$ cat src/rtl/clock_strobe_pkg.sv
// ---------------------------------------------------------------------------
// clock_strobe_pkg
//   Shared definitions for the programmable multi-channel strobe generator.
//   - MODE_STROBE / MODE_SQUARE : per-channel output mode encoding
//   - idx_width()               : width of a channel index (never below 1)
// ---------------------------------------------------------------------------
package clock_strobe_pkg;

  localparam logic MODE_STROBE = 1'b0;
  localparam logic MODE_SQUARE = 1'b1;

  // A single-channel build still needs a 1-bit select port.
  function automatic int idx_width(input int n);
    return (n <= 1) ? 1 : $clog2(n);
  endfunction

endpackage

$ cat src/rtl/clock_strobe_channel.sv
// ---------------------------------------------------------------------------
// clock_strobe_channel
//   One divider channel: holds its own divisor, counts enabled cycles and
//   emits a registered 1-cycle strobe every r_div enabled cycles, plus a
//   square wave toggling on each strobe when in square mode.
// Ports
//   clock, reset_n : system clock, synchronous active-low reset
//   i_ld, i_ld_div : load new divisor (restarts count, clears square)
//   i_clr          : restart in phase (cnt=0, square=0), divisor kept
//   i_en           : count enable; low holds count and square
//   i_mode         : MODE_STROBE or MODE_SQUARE
//   o_strobe       : 1-cycle clock-enable pulse
//   o_square       : registered square-wave level
// ---------------------------------------------------------------------------
module clock_strobe_channel
  import clock_strobe_pkg::*;
#(
  parameter int CNT_W       = 26,
  parameter int DEFAULT_DIV = 25000000
) (
  input  logic             clock,
  input  logic             reset_n,
  input  logic             i_ld,
  input  logic [CNT_W-1:0] i_ld_div,
  input  logic             i_clr,
  input  logic             i_en,
  input  logic             i_mode,
  output logic             o_strobe,
  output logic             o_square
);

  localparam logic [CNT_W-1:0] DIV_RST = CNT_W'(DEFAULT_DIV);
  localparam logic [CNT_W-1:0] ONE     = CNT_W'(1);

  logic [CNT_W-1:0] r_div;
  logic [CNT_W-1:0] r_cnt;
  logic             r_strobe;
  logic             r_square;

  logic w_terminal;
  logic w_hold_square;

  // r_div is never 0 on this path (div==0 is handled before the compare),
  // so the subtraction cannot wrap.
  assign w_terminal    = (r_cnt == r_div - ONE);
  // Leaving square mode forces the level low; staying in it holds the level.
  assign w_hold_square = (i_mode == MODE_SQUARE) & r_square;

  // NOTE: all state uses non-blocking assignments so every register samples
  // pre-edge values; the reset is synchronous, so it lives inside this block.
  always_ff @(posedge clock) begin
    if (!reset_n) begin
      r_div    <= DIV_RST;
      r_cnt    <= '0;
      r_strobe <= 1'b0;
      r_square <= 1'b0;
    end else if (i_ld) begin
      r_div    <= i_ld_div;
      r_cnt    <= '0;
      r_strobe <= 1'b0;
      r_square <= 1'b0;
    end else if (i_clr) begin
      r_cnt    <= '0;
      r_strobe <= 1'b0;
      r_square <= 1'b0;
    end else if (!i_en || (r_div == '0)) begin
      // Paused or halted: count held (already 0 when halted), no strobe.
      r_strobe <= 1'b0;
      r_square <= w_hold_square;
    end else if (w_terminal) begin
      r_cnt    <= '0;
      r_strobe <= 1'b1;
      r_square <= (i_mode == MODE_SQUARE) ? ~r_square : 1'b0;
    end else begin
      r_cnt    <= r_cnt + ONE;
      r_strobe <= 1'b0;
      r_square <= w_hold_square;
    end
  end

  assign o_strobe = r_strobe;
  assign o_square = r_square;

endmodule

$ cat src/rtl/clock_strobe_gen.sv
// ---------------------------------------------------------------------------
// clock_strobe_gen
//   Runtime-programmable multi-channel clock divider producing clock-enable
//   strobes and square-wave levels (beat tick, note scroll, LED blink).
// Ports
//   clock, reset_n : system clock, synchronous active-low reset
//   enable[NUM_CH] : per-channel run enable
//   mode[NUM_CH]   : 0 = strobe only, 1 = strobe + square
//   sync_clear     : restart every channel in phase
//   load_valid/load_ch/load_div : divisor load request
//   load_ready     : load can be accepted (high from first edge out of reset)
//   strobe[NUM_CH] : 1-cycle pulse every div enabled cycles
//   square[NUM_CH] : toggles on each strobe in square mode
// ---------------------------------------------------------------------------
module clock_strobe_gen
  import clock_strobe_pkg::*;
#(
  parameter int NUM_CH      = 4,
  parameter int CNT_W       = 26,
  parameter int DEFAULT_DIV = 25000000
) (
  input  logic                            clock,
  input  logic                            reset_n,
  input  logic [NUM_CH-1:0]               enable,
  input  logic [NUM_CH-1:0]               mode,
  input  logic                            sync_clear,
  input  logic                            load_valid,
  input  logic [idx_width(NUM_CH)-1:0]    load_ch,
  input  logic [CNT_W-1:0]                load_div,
  output logic                            load_ready,
  output logic [NUM_CH-1:0]               strobe,
  output logic [NUM_CH-1:0]               square
);

  localparam int IDX_W = idx_width(NUM_CH);

  logic              r_load_ready;
  logic              w_accept;
  logic [NUM_CH-1:0] w_ld;

  // No back-pressure: ready simply tracks "out of reset for at least one edge".
  always_ff @(posedge clock) begin
    r_load_ready <= reset_n;
  end

  assign load_ready = r_load_ready;
  assign w_accept   = load_valid & r_load_ready;

  for (genvar g = 0; g < NUM_CH; g++) begin : g_ch
    // An out-of-range load_ch matches no channel, so the load is dropped.
    assign w_ld[g] = w_accept & (load_ch == IDX_W'(g));

    clock_strobe_channel #(
      .CNT_W       (CNT_W),
      .DEFAULT_DIV (DEFAULT_DIV)
    ) u_channel (
      .clock    (clock),
      .reset_n  (reset_n),
      .i_ld     (w_ld[g]),
      .i_ld_div (load_div),
      .i_clr    (sync_clear),
      .i_en     (enable[g]),
      .i_mode   (mode[g]),
      .o_strobe (strobe[g]),
      .o_square (square[g])
    );
  end

endmodule

$ cat config.mk
export PLATFORM = sky130hd
export DESIGN_NAME = clock_strobe_gen
export DESIGN_NICKNAME = d
export VERILOG_FILES = /design/src/rtl/clock_strobe_pkg.sv /design/src/rtl/clock_strobe_channel.sv /design/src/rtl/clock_strobe_gen.sv
export SDC_FILE = /design/constraint.sdc
export NUM_CORES = 1
export LEC_CHECK = 0
export BUFFER_PORTS_ARGS = -buffer_cell sky130_fd_sc_hd__buf_2
export CAP_MARGIN = 25
export CORE_MARGIN = 1.5
export CORE_UTILIZATION = 50
export DETAILED_ROUTE_END_ITERATION = 8
export PLACE_DENSITY_LB_ADDON = 0.1
export SKIP_LAST_GASP = 1
export SYNTH_ARGS = -nofsm -noshare
export SYNTH_HDL_FRONTEND = slang
export SYNTH_SLANG_ARGS = --single-unit
$ cat constraint.sdc
create_clock -name clock -period 5.97 [get_ports clock]
set_input_delay 0.2985 -clock clock [delete_from_list [all_inputs] [get_ports clock]]
set_output_delay 0.2985 -clock clock [all_outputs]
set_load 0.01 [all_outputs]
* After elaboration in Yosys (flattened, before gate mapping)
Index checks and enable logic that the tools add are counted.
Word-level totals: input bits 40, register bits after elaboration 217, output and inout bits 9
Cells by class: $add $sub $neg 8, eq/ne operators 7, reduce and logical (&&, ||, !) cells 21, muxes and demuxes 20, bitwise gates (word level) 14
Operators with widths (count):
- 26-bit by 1-bit adder with 26-bit output, second input constant | 4
- 26-bit equality test | 4
- 26-bit logical NOT | 4
- 26-bit two-way mux | 4
- 26-bit by 1-bit subtractor with 26-bit output, second input constant | 4
- 1-bit two-way mux | 16
- 4-bit OR reduction | 4
- 3-bit OR reduction | 4
- 1-bit AND | 9
- 1-bit NOT | 5
- 2-bit equality test, second input constant | 2
- 1-bit logical NOT | 4
- 1-bit logical OR | 4
- 2-bit by 1-bit equality test with 1-bit output, second input constant | 1
- 2-bit logical NOT | 1

* Depth between registers and ports, before layout
Gate-level depths: netlist (run 1).
word-level depth 4, mapped depth 13, depth with buffers taken out 10

* Hierarchy
Synthesis (run 1) repeated with hierarchy kept, for this count alone.
Second synthesis, totals: cells, all modules 1596, area total of the unflattened synthesis 13530.5 um^2
Modules (own cells, without submodules):
- clock_strobe_channel at g_ch[0].u_channel ... | area each 3375.7 um^2, seq. area each 1081.0 um^2, cells each 399, times used 3
- clock_strobe_channel at g_ch[3].u_channel | area each 3338.2 um^2, seq. area each 1081.0 um^2, cells each 394, times used 1
- clock_strobe_gen | area each 65.1 um^2, seq. area each 20.0 um^2, cells each 5, times used 1

* Worst setup path after synthesis (run 1)
No wires, ideal clock.
kind flip-flop to flip-flop, start register g_ch[3].u_channel.r_div[0], end register g_ch[3].u_channel.r_cnt[6], stages on the path, launching flop included 14, library setup time 115 ps, clock period less this slack 3142 ps, arrival time 3027 ps, path slack 2828 ps, path buffers 3, path through dfxtp_1 > inv_1 > ha_1 > buf_4 > or4b_2 > or2_1 > buf_2 > or4_1 > o211a_1 > a211oi_2 > o2111ai_1 > nand2_2 > buf_6 > nor2_1
Between the ends: word-level cells in the longest chain between the ends 3, elaborated cells between the ends (all ways) 5
RTL lines:
- start: declaration | RTL line clock_strobe_channel.sv:35 | logic [CNT_W-1:0] r_div;
- start signal: assignment | RTL line clock_strobe_channel.sv:58 | r_div <= i_ld_div;
- 26-bit by 1-bit subtractor with 26-bit output | RTL line clock_strobe_channel.sv:45 | assign w_terminal = (r_cnt == r_div - ONE);
- 26-bit equality test | RTL line clock_strobe_channel.sv:45
- 26-bit two-way mux | RTL line clock_strobe_channel.sv:70 | end else if (w_terminal) begin
- end signal: assignment | RTL line clock_strobe_channel.sv:75 | r_cnt <= r_cnt + ONE;
- end: declaration | RTL line clock_strobe_channel.sv:36 | logic [CNT_W-1:0] r_cnt;
Several ways; a longest one is shown, not always the timed one. A chain may end at the register's enable or synchronous reset.

* Final worst setup path (run 1)
start register g_ch[3].u_channel.r_div[0], end register g_ch[3].u_channel.r_cnt[22]
The elaborated chain is that of the path after synthesis.

==> results.md, run 1 <==
- WP data arrival: approximately 4 ns
- Synth area leader: dfxtp_1
- Crit start category: flop
- Hold Vio Cnt, Final: 0
- First-pass GRT wire length: between 50000 and 60000 um
- Worst slew pin tran: ~0.96 ns
- Post-Synthesis Cells: between 1500 and 2000
- Synth unique cells: a little over 80
- CP Capture Type: flop
- Initial antenna violation count: 0
- Most frequent cells in the layout: nand2_1 (272), dfxtp_1 (217), nor2_1 (138)
- FMAX: about 280 MHz
- Leakage: between 0.004 and 0.005 uW
- Detail Route Antenna Nets: 0
- Largest net degree at the start of global routing: around 110
- Worst vdd ir: ~0.24 mV
- Clock slew at reported path FFs: around 0.06 ns
- Cell chain of the critical path: inv_1 > ha_1 > or4b_2 > or2_1 > or4_1 > o211a_1 > a211oi_2 > o2111ai_1 > nand2_2 > nor2_1
- Sequential area share after synthesis: 0.350
- Antenna Cells: 0
- Crit path buffers/inverters: 1
- Register area: between 4000 and 5000 um2
- Share of cells above drive strength 1: 0.0812
- Drt pass-1 iters: 5
- Pwr Density: approximately 240 nW/um2
- Clock buffer count from CTS: 25
- Clock Skew: approximately 0.0083 ns
- Yosys warns: 0
- Total global-route track usage: 0.248
- Floorplan core area: 24300 um2
- DR DRC count: 0
- Post-Syn Nets: about 1600
- CTS tree: done
- H-tree Lvls: 1
- Final core utilization: 0.560
- Die ar.: 25800 um2
- GP Congestion: slightly below 0.9
- Ys flop type: dfxtp_1
- #FFs+latches synth: roughly 220
- Minimum clock period: roughly 3.6 ns
- Final HPWL DP: roughly 23000 um
- Post-cts repair resize count: 0
- DRT iter0 DRCs: around 640
- Worst path max stage delay: 0.67 ns
- Commonest non-fill, non-tap cell in the layout: nand2_1
- Worst path slowest cell: or4b_2
- Clock Latency Late Sink: approximately 0.53 ns
- CTS root buf: clkbuf_16
- Status: finished, final reports clean
- Share of the synthesized area in the top cell type: 0.350
- Die Height: between 150 and 200 um
- CP top delay family: simple AND/OR/NAND/NOR gates
- Vias in the first global route: 10033
- Post-synth EDFFs: 0
- Area occupied by multi-input gates: 7570 um2
- Area of the mapped netlist: roughly 12000 um2
- Vias/cell: 5.70
- Avg Cell Area, Syn: 7.97 um2
- Chip width: 160 um
- Top cells by area, synth: dfxtp_1 (35%), xnor2_1 (8.3%), nand2_1 (8.2%)
- Async SR Flop Fraction: 0
- Fin crit share: 0.604
- Initial Utilization: 0.510
- Vias post-DR: between 10000 and 15000
- Max_cap viols: 0
- Average wire per standard cell: around 17 um
- Routed WL: roughly 32000 um
- Port bufs: 48
- Crit path kind: flop to flop
- Setup violations, final: 0
- Worst min path class: input pin to flop
- Nets: around 1600
- Rows: 57
- Clk buf depth: 3
- Top fanout value on the critical path: 26
- Worst EP required: approximately 6.4 ns
- Slew Limit Headroom: 0.359
- Slew Limit Fails: 0
- Setup_tns: 0 ns
- Total congestion overflow: 0
- Filler instances: ~2300
- IO Pins: a little under 50
- Area Overhead vs Synth: 9.79%
- RSZ-0062 raised after global routing: no
- Clock sinks: around 220
==> through the flow <==
stage | setup slack (ns) | cells | total power [uW] | cell area (um2) | hold WS (ns)
2_1_floorplan | 2.83 | 1557 | 1670 | 12400 | 0.326
4_1_cts | 2.36 | 1900 | 3300 | 13600 | 0.0206
6_report | 2.36 | 1901 | 3270 | 13600 | 0.0281
5_1_grt | 2.00 | 1901 | 3380 | 13600 | 0.0426
3_3_place_gp | 2.43 | 1854 | 1740 | 12700 | 0.478
3_5_place_dp | 2.36 | 1855 | 1740 | 12700 | 0.491
==> routing by layer <==
| layer | vias up | track usage | wire (um) |
|---|---|---|---|
| met3 | 56 | 0.0310 | 1690 |
| li1 | 5419 | - | - |
| met1 | 5100 | 0.346 | 15300 |
| met5 | - | 0 | 0 |
| met4 | 0 | 0.0803 | 1020 |
| met2 | 253 | 0.399 | 14200 |
==> registers in the layout, summed over array words and instances, names as in the netlist <==
name	count
g_ch.u_channel.o_square	4
g_ch.u_channel.o_strobe	4
g_ch.u_channel.r_cnt	104
load_ready	1
g_ch.u_channel.r_div	104
==> layout make-up <==
class                   count  share of cell area
flip-flops and latches    217               0.319
multi-input cells        1226               0.556
repair buffers             58              0.0255
well taps                 324              0.0298
inverters                  34             0.00937
clock buffers              36              0.0541
clock inverters             6             0.00634
==> synth_stat cells, types with 8 or more instances <==
master and count:
nand2_1 272, dfxtp_1 217, nor2_1 140, xnor2_1 117, xor2_1 110, nand3_1 86, nor3_1 67, clkbuf_1 58
a21boi_0 56, nand4_1 38, inv_1 34, and3_1 32, nor4_1 23, or3_1 22, o21ai_0 21, or4_1 20
a21oi_1 19, nand2b_1 16, and2_1 13, buf_4 13, and4_1 10, o211ai_1 10, mux2i_1 9, nor2b_1 9
a31oi_1 8, ha_1 8, nor3b_1 8, o31ai_1 8, or2_2 8
==> worst register-to-register path: cells and delay by family, from the launching register on <==
kind,cells,cell delay (ns)
adders and majority gates,1,0.29
and+or+nand+nor,5,2.19
DFF,1,0.34
buffers and inverters,1,0.07
AOI/OAI and AO/OA,3,0.59
==> path summary, 6_finish.rpt <==
kind,start,to,slack [ns],cells after the start
max,g_ch[3].u_channel.r_div[0]$_SDFFE_PN0P_,g_ch[3].u_channel.r_cnt[22]$_SDFFE_PP0N_,2.36,10
min,mode[3],g_ch[3].u_channel.o_square$_SDFF_PP0_,0.03,2
max reg2reg,g_ch[3].u_channel.r_div[0]$_SDFFE_PN0P_,g_ch[3].u_channel.r_cnt[22]$_SDFFE_PP0N_,2.36,10
min reg2reg,g_ch[0].u_channel.o_square$_SDFF_PP0_,g_ch[0].u_channel.o_square$_SDFF_PP0_,0.49,2
==> kinds of logic after synthesis <==
kind of cell    count (synthesis)  synth area share
mux                            12            0.0118
buf+inv                       114            0.0408
xor+xnor                      227             0.160
simple gates                  795             0.318
compound gates                184             0.110
fa+ha+maj                       8           0.00807
flops                         217             0.350
==> timing repair <==
action / CTS / global route
setup endpoints to repair: 0 / 0
buffers inserted: 0 / 0
hold endpoints to repair: 3 / 0
hold buffers: 3 / 0
==> report_power, final <==
group	internal [uW]	switching, uW
logic	80.8	130
clock network	935	614
registers	1470	34.4
total	2490	779
No activity file was read; power rests on OpenSTA's default activity.
==> run 2, diff against run 1 <==
==> constraint.sdc (replaced) <==
create_clock -name clock -period 2.9 [get_ports clock]
set_input_delay 0.145 -clock clock [delete_from_list [all_inputs] [get_ports clock]]
set_output_delay 0.145 -clock clock [all_outputs]
set_load 0.01 [all_outputs]
==> run 2 against run 1 <==
- the run now ends with negative setup slack left
- worst hold slack worse by 0.016 ns
- global-route usage up 1.2 points
- cell count up 7.4%
- via count up 5.1%
- utilization up 6.1 points
- sequential power up 110%
- flip-flop and latch count unchanged
- critical path depth up 3
- combinational power rose to 2.8 times the previous value
- final area up 11%
- fmax up 24%
- non-clock buffer count up 142
- critical path type unchanged
==> results.md, run 2 (synthesized netlist as in run 1, its figures left out) <==
- Status: finished with violations
- Violated checks: negative setup slack
- RR Startpoint: g_ch[3].u_channel.r_div[1]$_SDFFE_PN0P_
- Reg-to-reg endpoint: g_ch[3].u_channel.r_cnt[5]$_SDFFE_PP0N_
- Floorplan core area: roughly 24000 um2
- Fin crit share: 1.00
- Clk pwr share: 0.451
- Hold path start: load_div[22]
- Post-route setup slack: -0.00666 ns
- Clock Skew: just under 0.006 ns
- Worst Hold Depth: 3
- Comb power frac: 0.089
- Worst Hold End: g_ch[0].u_channel.r_div[22]$_SDFFE_PN1P_
- Worst vdd ir: just over 0.5 mV
- Worst slack at placement: -0.0107 ns
- R2R setup slack: -0.007 ns
- Nets: 1752
- Port bufs: between 40 and 50
- Clock sinks: between 200 and 250
- Worst path max stage delay: roughly 0.48 ns
- Clk buf depth: 3
- Detail Route Antenna Nets: 0
- Setup_tns: -0.0372 ns
- Flop pwr share: 0.461
- IO Pins: between 40 and 50
- Max_cap viols: 0
- Initial Utilization: 0.510
- Slew Limit Fails: 0
- Chip width: between 150 and 200 um
- Routed WL: between 30000 and 40000 um
- GP Congestion: slightly below 0.9
- WP data arrival: roughly 3.3 ns
- FMAX: around 340 MHz
- Commonest non-fill, non-tap cell in the layout: nand2_1
- Area Overhead vs Synth: 21.8%
- Pwr Density: between 400 and 500 nW/um2
- Crit start category: flop
- DR DRC count: 0
- Clock slew at reported path FFs: roughly 0.06 ns
- Vias/cell: 5.57
- CTS root buf: clkbuf_16
- Total global-route track usage: 0.260
- Crit path kind: flop to flop
- Largest regs: g_ch.u_channel.r_cnt (104), g_ch.u_channel.r_div (104)
- Pint: just over 5000 uW
- Hold Vio Cnt, Final: 0
- Share of cells above drive strength 1: 0.164
- Most frequent cells in the layout: nand2_1 (272), dfxtp_1 (213), nor2_1 (131)
- Minimum clock period: just under 3 ns
- Average wire per standard cell: approximately 17 um
- Setup violations, final: 11
- DRT iter0 DRCs: 815
- Vias post-DR: ~11000
- Net Sw Power: around 1600 uW
- First-pass GRT wire length: 54700 um
- Final HPWL DP: between 20000 and 25000 um
- Worst min path class: input pin to flop
- Leakage: approximately 0.0056 uW
- Most frequent CP cell: buf_4
- RSZ-0062 raised after global routing: yes
- Worst path slowest cell: or4b_4
- H-tree Lvls: 1
- Antenna Cells: 0
- CTS tree: done
- Worst slew pin tran: 0.982 ns
- Slew Limit Headroom: 0.345
- Filler instances: between 2000 and 2500
- Top fanout value on the critical path: 7
- Vias in the first global route: 10501
- Worst EP required: roughly 3.3 ns
- Die ar.: between 20000 and 30000 um2
- CP Capture Type: flop
- Die Height: 160 um
- Initial antenna violation count: 0
- Total congestion overflow: 0
- Largest net degree at the start of global routing: ~110
- R2r worst-path depth: 13
- Cell chain of the critical path: inv_2 > ha_4 > or4b_4 > or2_4 > buf_4 > o31ai_4 > o2111ai_1 > nor4bb_2 > buf_4 > o2111ai_4 > nand2_4 > clkbuf_16 > nor2_1
- Switching share of power: 0.238
- Drt pass-1 iters: 5
- Clock buffer count from CTS: 25
- Rows: 57
- Clock Latency Late Sink: 0.52 ns
[run 2: what timing repair did]
action | 4_1_cts | 5_1_grt
buffers inserted | 1 | 6
endpoints found under the setup margin | 53 | 111
hold endpoints to repair | 93 | 0
cloned | 0 | 8
pin swaps | 1 | 35
gates resized for setup | 1 | 53
hold buffers | 29 | 0
[run 2: worst max-delay path by stage]
stage                                                          end  slack [ns]                                     start
final                      g_ch[3].u_channel.r_cnt[5]$_SDFFE_PP0N_      -0.007   g_ch[3].u_channel.r_div[1]$_SDFFE_PN0P_
after global routing      g_ch[3].u_channel.r_cnt[10]$_SDFFE_PP0N_       -0.13   g_ch[3].u_channel.r_div[0]$_SDFFE_PN0P_
after CTS                 g_ch[2].u_channel.r_cnt[13]$_SDFFE_PP0N_       0.001  g_ch[2].u_channel.r_div[15]$_SDFFE_PN0P_
after detailed placement  g_ch[3].u_channel.r_cnt[13]$_SDFFE_PP0N_       -0.01   g_ch[3].u_channel.r_div[0]$_SDFFE_PN0P_
after global placement       g_ch[1].u_channel.o_square$_SDFF_PP0_        0.02   g_ch[1].u_channel.r_div[7]$_SDFFE_PN0P_
after floorplan           g_ch[1].u_channel.r_cnt[10]$_SDFFE_PP0N_       0.006  g_ch[1].u_channel.r_div[14]$_SDFFE_PN1P_
[run 2: area by class of cell]
| class | instances | area [um2] | area share |
|---|---|---|---|
| clock inverter | 6 | 85.1 | 0.00563 |
| clock buffer | 35 | 683 | 0.0452 |
| timing repair buffer | 200 | 1620 | 0.107 |
| multi-input combinational | 1226 | 7830 | 0.519 |
| tap | 324 | 405 | 0.0268 |
| sequential | 217 | 4350 | 0.288 |
| inverter | 34 | 128 | 0.00845 |
[run 2: power groups by stage]
stage | clock (uW) | combinational (uW) | sequential [uW]
floorplan | 0 | 304 | 3130
finish | 3010 | 592 | 3080
detailed placement | 0 | 521 | 3140
global route | 3170 | 644 | 3080
global placement | 0 | 515 | 3140
CTS | 3090 | 553 | 3080
[run 2: layer usage]
| layer | GRT usage | vias to the layer above | wire [um] |
|---|---|---|---|
| met2 | 0.409 | 249 | 15400 |
| met5 | 0 | - | 0 |
| met1 | 0.370 | 5371 | 16700 |
| met3 | 0.0258 | 74 | 1390 |
| met4 | 0.0960 | 0 | 1320 |
| li1 | - | 5689 | - |
[run 2: worst max-delay path: cells and delay by family, from the launching register on]
kind,cells,cell delay [ns]
and+or+nand+nor,5,1.32
buffers and inverters,4,0.56
AOI/OAI and AO/OA,3,0.46
DFF,1,0.31
adders and majority gates,1,0.13
[run 2: stage by stage]
| stage | cells | power [uW] | hold slack, ns | util | instance area (um2) |
|---|---|---|---|---|---|
| after floorplan | 1557 | 3440 | 0.173 | - | 12500 |
| after global placement | 1957 | 3650 | 0.369 | 0.559 | 13600 |
| after detailed placement | 1957 | 3660 | 0.383 | 0.559 | 13600 |
| after CTS | 2028 | 6720 | 0.0116 | 0.603 | 14700 |
| after global routing | 2042 | 6900 | 0.00722 | 0.621 | 15100 |
| final | 2042 | 6680 | 0.0123 | 0.621 | 15100 |
